===== src/rtl/udp_csum_accum_pkg.sv =====
// ---------------------------------------------------------------------------
// udp_csum_accum_pkg
// Shared definitions for the streaming UDP/IP checksum accumulator.
//   state_t        : accumulator FSM encoding (IDLE / ACCUM / HOLD)
//   CSUM_W         : checksum / data word width (16 only)
//   ZERO_SUB_VALUE : value sent in place of an all-zero checksum when the
//                    UDP_CSUM_ZERO_SUB_EN build option is defined
// ---------------------------------------------------------------------------
package udp_csum_accum_pkg;

    typedef enum logic [1:0] {
        ST_IDLE  = 2'd0,
        ST_ACCUM = 2'd1,
        ST_HOLD  = 2'd2
    } state_t;

    localparam int          CSUM_W         = 16;
    localparam logic [15:0] ZERO_SUB_VALUE = 16'hFFFF;

endpackage


===== src/rtl/udp_csum_accum_eac_add.sv =====
// ---------------------------------------------------------------------------
// udp_csum_accum_eac_add
// Combinational ones-complement (end-around-carry) adder.
//   a, b : WIDTH-bit operands
//   sum  : a + b with the carry out folded back into bit 0
// The folded add cannot carry a second time: the largest raw sum is
// 2*(2^W-1) = 2^W + (2^W-2), whose low part plus one still fits in W bits.
// -0 (all ones) is not normalised.
// ---------------------------------------------------------------------------
module udp_csum_accum_eac_add
    import udp_csum_accum_pkg::*;
#(
    parameter int WIDTH = CSUM_W
) (
    input  logic [WIDTH-1:0] a,
    input  logic [WIDTH-1:0] b,
    output logic [WIDTH-1:0] sum
);

    logic [WIDTH:0] raw_sum;

    assign raw_sum = {1'b0, a} + {1'b0, b};
    assign sum     = raw_sum[WIDTH-1:0] + {{(WIDTH-1){1'b0}}, raw_sum[WIDTH]};

endmodule


===== src/rtl/udp_csum_accum.sv =====
// ---------------------------------------------------------------------------
// udp_csum_accum
// Streaming ones-complement checksum accumulator. Each accepted 16-bit word
// is folded into a running sum seeded with a pseudo-header partial sum taken
// on the SOF beat. After the EOF beat the inverted sum and the word count are
// presented and held until acknowledged.
//
// Build option: UDP_CSUM_ZERO_SUB_EN -- when defined, a computed checksum of
// 0x0000 is replaced with 0xFFFF (UDP "no checksum" avoidance).
//
// Ports:
//   clk, reset     : clock, asynchronous active-high reset
//   seed_i         : pseudo-header partial sum, sampled on the SOF beat
//   data_i         : stream word
//   sof_i, eof_i   : first / last word of frame
//   src_rdy_i      : upstream word valid
//   dst_rdy_o      : block accepts a word (low only while a result is held)
//   csum_o, len_o  : final checksum and word count, stable while held
//   csum_valid_o   : result held and valid
//   csum_ack_i     : consumer takes the result
//   abort_o        : one-cycle pulse after an SOF arrives mid-frame
// ---------------------------------------------------------------------------
module udp_csum_accum
    import udp_csum_accum_pkg::*;
#(
    parameter int WIDTH = CSUM_W,
    parameter int CNT_W = 16
) (
    input  logic             clk,
    input  logic             reset,
    input  logic [WIDTH-1:0] seed_i,
    input  logic [WIDTH-1:0] data_i,
    input  logic             sof_i,
    input  logic             eof_i,
    input  logic             src_rdy_i,
    output logic             dst_rdy_o,
    output logic [WIDTH-1:0] csum_o,
    output logic [CNT_W-1:0] len_o,
    output logic             csum_valid_o,
    input  logic             csum_ack_i,
    output logic             abort_o
);

    state_t           state_reg, state_next;
    logic [WIDTH-1:0] acc_reg, acc_next;
    logic [CNT_W-1:0] cnt_reg, cnt_next;
    logic [WIDTH-1:0] csum_reg, csum_next;
    logic [CNT_W-1:0] len_reg, len_next;
    logic             abort_reg, abort_next;

    logic             accept;
    logic             frame_beat;
    logic [WIDTH-1:0] add_a;
    logic [WIDTH-1:0] add_sum;
    logic [WIDTH-1:0] csum_calc;
    logic [WIDTH-1:0] csum_final;
    logic [CNT_W-1:0] cnt_inc;
    logic [CNT_W-1:0] beat_cnt;

    assign dst_rdy_o    = (state_reg != ST_HOLD);
    assign csum_valid_o = (state_reg == ST_HOLD);
    assign accept       = src_rdy_i & dst_rdy_o;

    // A beat belongs to a frame if it opens one or continues one; stray
    // non-SOF beats in IDLE (EOF included) are consumed and dropped.
    assign frame_beat   = accept & (sof_i | (state_reg == ST_ACCUM));

    // SOF restarts the sum from the seed, whether or not a frame was open.
    assign add_a        = sof_i ? seed_i : acc_reg;

    udp_csum_accum_eac_add #(
        .WIDTH (WIDTH)
    ) u_eac_add (
        .a   (add_a),
        .b   (data_i),
        .sum (add_sum)
    );

    assign cnt_inc   = (cnt_reg == {CNT_W{1'b1}}) ? cnt_reg : cnt_reg + CNT_W'(1);
    assign beat_cnt  = sof_i ? CNT_W'(1) : cnt_inc;
    assign csum_calc = ~add_sum;

`ifdef UDP_CSUM_ZERO_SUB_EN
    assign csum_final = (csum_calc == '0) ? ZERO_SUB_VALUE : csum_calc;
`else
    assign csum_final = csum_calc;
`endif

    always_comb begin
        state_next = state_reg;
        acc_next   = acc_reg;
        cnt_next   = cnt_reg;
        csum_next  = csum_reg;
        len_next   = len_reg;
        abort_next = accept & sof_i & (state_reg == ST_ACCUM);

        case (state_reg)
            ST_IDLE, ST_ACCUM: begin
                if (frame_beat) begin
                    acc_next = add_sum;
                    cnt_next = beat_cnt;
                    if (eof_i) begin
                        state_next = ST_HOLD;
                        csum_next  = csum_final;
                        len_next   = beat_cnt;
                    end else begin
                        state_next = ST_ACCUM;
                    end
                end
            end
            ST_HOLD: begin
                if (csum_ack_i) begin
                    state_next = ST_IDLE;
                end
            end
            default: begin
                state_next = ST_IDLE;
            end
        endcase
    end

    always_ff @(posedge clk or posedge reset) begin
        if (reset) begin
            state_reg <= ST_IDLE;
            acc_reg   <= '0;
            cnt_reg   <= '0;
            csum_reg  <= '0;
            len_reg   <= '0;
            abort_reg <= 1'b0;
        end else begin
            state_reg <= state_next;
            acc_reg   <= acc_next;
            cnt_reg   <= cnt_next;
            csum_reg  <= csum_next;
            len_reg   <= len_next;
            abort_reg <= abort_next;
        end
    end

    assign csum_o  = csum_reg;
    assign len_o   = len_reg;
    assign abort_o = abort_reg;

endmodule

===== config.mk =====
export PLATFORM = sky130hd
export DESIGN_NAME = udp_csum_accum
export DESIGN_NICKNAME = d
export VERILOG_FILES = /design/src/rtl/udp_csum_accum_pkg.sv /design/src/rtl/udp_csum_accum_eac_add.sv /design/src/rtl/udp_csum_accum.sv
export SDC_FILE = /design/constraint.sdc
export NUM_CORES = 1
export LEC_CHECK = 0
export ABC_AREA = 1
export BUFFER_PORTS_ARGS = -buffer_cell sky130_fd_sc_hd__buf_4
export CORE_MARGIN = 4
export CORE_UTILIZATION = 35
export CTS_BUF_LIST = sky130_fd_sc_hd__clkbuf_8
export CTS_CLUSTER_SIZE = 40
export DETAILED_ROUTE_END_ITERATION = 8
export MAX_ROUTING_LAYER = met4
export PLACE_DENSITY = 0.57
export SLEW_MARGIN = 20
export SYNTH_ARGS = -nofsm -noshare
export SYNTH_HDL_FRONTEND = slang
export SYNTH_SLANG_ARGS = --single-unit

===== constraint.sdc =====
create_clock -name clk -period 4.05 [get_ports clk]
set_input_delay 0.81 -clock clk [delete_from_list [all_inputs] [get_ports clk]]
set_output_delay 0.81 -clock clk [all_outputs]
set_load 0.005 [all_outputs]

* Yosys cells after proc, flatten, opt, wreduce, memory -nomap -nowiden
Index checks and enable logic that the tools add are counted.
** Storage, ports and cells
- Bits in registers :: 67
- Input port bits :: 38
** Cells by class
- Add/sub/neg operators :: 3
- Equality and inequality tests :: 6
- Mux-type cells :: 7
- Bitwise gates (word level) :: 6
- Reductions and logical operators :: 5
** Operators with widths (number)
- 16-bit 2-to-1 mux :: 3
- 16-bit by 16-bit adder with 17-bit output :: 1
- 16-bit by 1-bit adder with 16-bit output :: 1
- 16-bit by 1-bit adder with 16-bit output (second input constant) :: 1
- 16-bit == test (second input constant) :: 1
- 16-bit inverter :: 1
- 2-bit 2-to-1 mux :: 3
- 1-bit AND :: 4
- 2-bit != test (second input constant) :: 2
- 2-bit case mux with 2 select lines :: 1
- 2-bit AND reduction :: 2
- 3-bit AND reduction :: 1
- 2-bit by 1-bit == test with 1-bit output (second input constant) :: 1
- 2-bit == test (second input constant) :: 1
- 2-bit logical NOT :: 1
- 2-bit by 1-bit != test with 1-bit output (second input constant) :: 1
- 2-bit OR reduction :: 1
- 1-bit bitwise OR :: 1

* Logic depth before layout (Yosys ltp)
- Word-level depth :: 5
- Depth in mapped cells :: 28
- Mapped depth without buffers :: 26

* Cells and area by module
From an unflattened synthesis, not the netlist that was laid out.
** Unflattened totals
- Cell total of the unflattened synthesis :: 707
- Area, all modules :: 4843.4 sq um
** Modules (own cells, without submodules)
- udp_csum_accum :: times used 1, cells an instance 423, area each 3321.9 sq um, seq. area each 1676.6 sq um
- udp_csum_accum_eac_add :: times used 1, cells an instance 284, area each 1521.5 sq um, seq. area each 0.0 sq um

* Worst setup path after synthesis
No wires, ideal clock.
- Path type :: input to register
- Start point :: input port sof_i
- End point :: register csum_reg[12] (netlist: csum_o[12])
- Arrival time :: 3785 ps
- Data required time :: 3933 ps
- Setup slack :: 148 ps
- Stages :: 27
- Path buffers :: 2
- Cells stage by stage :: clkbuf_1 -> clkbuf_1 -> nand2_1 -> o21ai_0 -> ha_1 -> fa_1 -> nand2_2 -> nand2_1 -> nand3_1 -> nand2_1 -> nand2_1 -> nand2_1 -> a21oi_1 -> o21bai_1 -> ha_1 -> ha_1 -> inv_1 -> nor2_1 -> nand3_1 -> nor2_1 -> nand2_1 -> nor2_2 -> nand3_1 -> o21ai_1 -> nand2_1 -> nand2_1 -> nand2_1
** Between the ends
- Longest elaborated chain between the ends :: 4
- Elaborated cells on any way between the ends :: 7
- Those cells by class :: add/sub: 2; mux: 1; bitwise: 3; reduce/logical: 1
** Ends and longest elaborated chain
- from (decl) :: RTL line udp_csum_accum.sv:33 : input logic sof_i,
- 16-bit 2-to-1 mux :: RTL line udp_csum_accum.sv:69 : assign add_a = sof_i ? seed_i : acc_reg;
- 16-bit by 16-bit adder with 17-bit output :: RTL line udp_csum_accum_eac_add.sv:22 : assign raw_sum = {1'b0, a} + {1'b0, b};
- 16-bit by 1-bit adder with 16-bit output :: RTL line udp_csum_accum_eac_add.sv:23 : assign sum = raw_sum[WIDTH-1:0] + {{(WIDTH-1){1'b0}}, raw_sum[WIDTH]};
- 16-bit inverter :: RTL line udp_csum_accum.sv:81 : assign csum_calc = ~add_sum;
- to (signal assigned) :: RTL line udp_csum_accum.sv:134 : csum_reg <= csum_next;
- to (decl) :: RTL line udp_csum_accum.sv:47 : logic [WIDTH-1:0] csum_reg, csum_next;
Several ways; a longest one is shown, not always the timed one.
A chain may end at the register's enable or synchronous reset.

* Worst setup path after layout
Same ends and word-level chain as after synthesis.

==> flow_summary.toml <==
[pwr]
p_leak_nw = 3.09
p_per_area_nw_per_um2 = 514
ir_drop_uv = 222

[layout]
layout-drive-gt1-share_pct = 18.8
fillers = 1313
layout.nets = 826
fin_util_pct = 44.9
areaGrowthSynthToFinish_pct = 25.0
instances_no_fill = 944
multi_input_area_um2 = 2470
regArea_um2 = 1680
antenna_cells = 0

[setup_path]
critPathMaxFanout = 18
r2r_slack_ns = 0.70
crit_required_ns = 4.29
rr_startpoint = "acc_reg[0]"
cp-start-kind = "input pin"
crit_type = "input pin to register"
r2r_end = "csum_o[12]"
endpoint_kind = "register"
r2r_cells = 25
cp.arrival_ns = 3.92

[sta]
worst_slew_pin_slew_ns = 0.679
period_share_pct = 90.8
hold_violations = 0
max_freq_mhz = 272
setup_violations = 0
setup_slack_ns = 0.371
layout_min_cycle_time_ns = 3.68
fin_skew_ns = 0.00988
relSlewSlack_pct = 54.7
rsz0062_at_grt = "false"
drv_slew = 0

[die]
ios = 73
core_um2 = 12700
die_x_um = 122
initial_core_util_pct = 35.9
core.rowCount = 41
die_h_um = 122
die_area_um2 = 14900

[global_route]
grt_pass1_wl_mm = 20.9
grt_max_degree = 42
grt_pass1_vias = 4428
grt.overflow.total = 0
track_usage_pct = 18.2
antenna_found_initial = 0

[detailed_routing]
drt-wirelength-per-cell_um = 13.1
routed-via-count = 4412
ant_nets = 0
drc = 0
vias_per_cell = 4.67
drtIter0Drc = 232
wirelength_mm = 12.4
drt_pass1_iterations = 5

[cts]
cts_hold_buf = 0
cts.repair.resized = 0
cts_tree = "yes"
clkTransAtPathRegs_ns = 0.07
cts_made_buffers = 9
cts_root_buffer = "clkbuf_8"
clock_sinks = 67
htree_levels = 3
clock_latency_ns = 0.35
clockBufferDepth = 2
postCtsSetupBuffers = 0

[synth]
synth.distinct_cells = 34
ys_seq_area_share_pct = 36.8
mappedNetlistNets = 730
synth_cells = 672
syn_area_um2 = 4550
synthTopCellsByArea = "dfrtp_1 (37%), nand2_1 (21%), inv_1 (7.3%)"
syn_area_per_cell_um2 = 6.77
ys_warn_count = 0
yosysTopAreaCell = "dfrtp_1"
synth.top_cell.area_share_pct = 36.8
ys_ff_latch = 67

[hold_path]
whs_endpoint = "state_reg[0]"
hold_class = "register to register"
hold_start = "state_reg[1]"
hold_depth = 1

[placement]
gp_congestion = 0.894
dp_hpwl_mm = 10.1
dp.cells = 929
place_ws_ns = -0.0804
port_buffers = 72

[job]
cap_violations = 0

[run_status]
outcome = "complete, no violations"
==> synth_stat cells <==
cell	number
and2_1	3
a31oi_1	2
nor4_1	2
nand2_2	5
o31ai_1	1
nor2_2	4
nor2_1	32
nand3_2	2
nand2_4	3
nor2_4	2
ha_1	19
o21ai_0	55
buf_2	1
or2_2	1
xor2_2	1
o21bai_1	2
nor3_2	2
dfrtp_1	67
nand4_1	8
o211ai_1	1
xnor2_1	4
o21ai_1	9
nand3b_1	3
clkbuf_1	16
nand2_1	260
a21oi_1	12
fa_1	1
inv_2	4
inv_1	88
xor2_1	7
nand3_1	51
nor2_8	2
o311ai_1	1
o21ai_2	1
==> final cells by class <==
| cell class | instances | area share [%] |
|---|---|---|
| Inverter | 92 | 6.07 |
| Sequential cell | 67 | 29.5 |
| Multi-Input combinational cell | 496 | 43.4 |
| Tap cell | 172 | 3.78 |
| Clock buffer | 9 | 2.18 |
| Clock inverter | 6 | 1.58 |
| Timing Repair Buffer | 102 | 13.5 |
==> per-layer routing <==
metal	part of all wire (%)	track usage [%]
met5	0	-
met1	45	22.6
met4	2.2	5.95
met3	4.8	3.34
met2	48	30.2
==> worst max-delay path, cell delays in order <==
cell and delay, ns:
buf_6 0.15, buf_4 0.18, o21ai_0 0.15, ha_1 0.37, nand2_1 0.10, nor2_1 0.13
and2_1 0.15, nand2_1 0.06, nand2_1 0.09, a21oi_1 0.07, o21bai_1 0.17, ha_1 0.21
ha_1 0.18, inv_1 0.05, nor2_1 0.11, nand3_1 0.11, nor2_1 0.10, nand2_1 0.12
nor2_4 0.14, nand3_1 0.12, o21ai_1 0.15, nand2_1 0.09, nand2_1 0.06, nand2_1 0.05
==> stage by stage <==
step                      total power (W)  TNS (ns)  hold slack [ns]  area [um^2]
final                             0.00292         0            0.453         5690
after detailed placement          0.00233    -0.168            0.452         5470
after floorplan                   0.00178         0            0.430         4550
after global placement            0.00232         0            0.439         5470
after CTS                         0.00297         0            0.465         5680
after global routing              0.00320         0            0.501         5690
==> worst max path at each step <==
stage          start  depth (start not counted)         end
2_1_floorplan  sof_i                         27  csum_o[12]
3_3_place_gp   sof_i                         24  csum_o[12]
3_5_place_dp   sof_i                         24  csum_o[12]
4_1_cts        sof_i                         24  csum_o[12]
5_1_grt        sof_i                         24  csum_o[12]
6_report       sof_i                         24  csum_o[12]
==> where the power goes <==
group / total (W) / internal, W / leakage (nW) / switching (W)
combinational: 0.00133 / 0.000550 / 2.11 / 0.000782
clock: 0.000622 / 0.000345 / 0.106 / 0.000276
sequential: 0.000970 / 0.000857 / 0.875 / 0.000113
==> kinds of logic (layout without fill, tap and decap cells) <==
| group | count (synthesis) | count (layout) | synth area share, % |
|---|---|---|---|
| simple gates | 380 | 380 | 36.3 |
| compound gates | 84 | 84 | 9.68 |
| fa+ha+maj | 20 | 20 | 5.66 |
| xor+xnor | 12 | 12 | 2.47 |
| flops | 67 | 67 | 36.8 |
| buf+inv | 109 | 209 | 9.02 |
==> layout by cell type (no fill, tap or decap), drive strengths merged, types with 3 or more instances in the layout <==
| cell type | synthesis | routed |
|---|---|---|
| ha | 19 | 19 |
| dfrtp | 67 | 67 |
| nand3 | 53 | 53 |
| nand4 | 8 | 8 |
| xor2 | 8 | 8 |
| nand3b | 3 | 3 |
| o21ai | 65 | 65 |
| buf | 1 | 102 |
| xnor2 | 4 | 4 |
| and2 | 3 | 3 |
| clkbuf | 16 | 9 |
| nor2 | 40 | 40 |
| inv | 92 | 93 |
| nand2 | 268 | 268 |
| a21oi | 12 | 12 |
(Power assumes the default switching activity.)
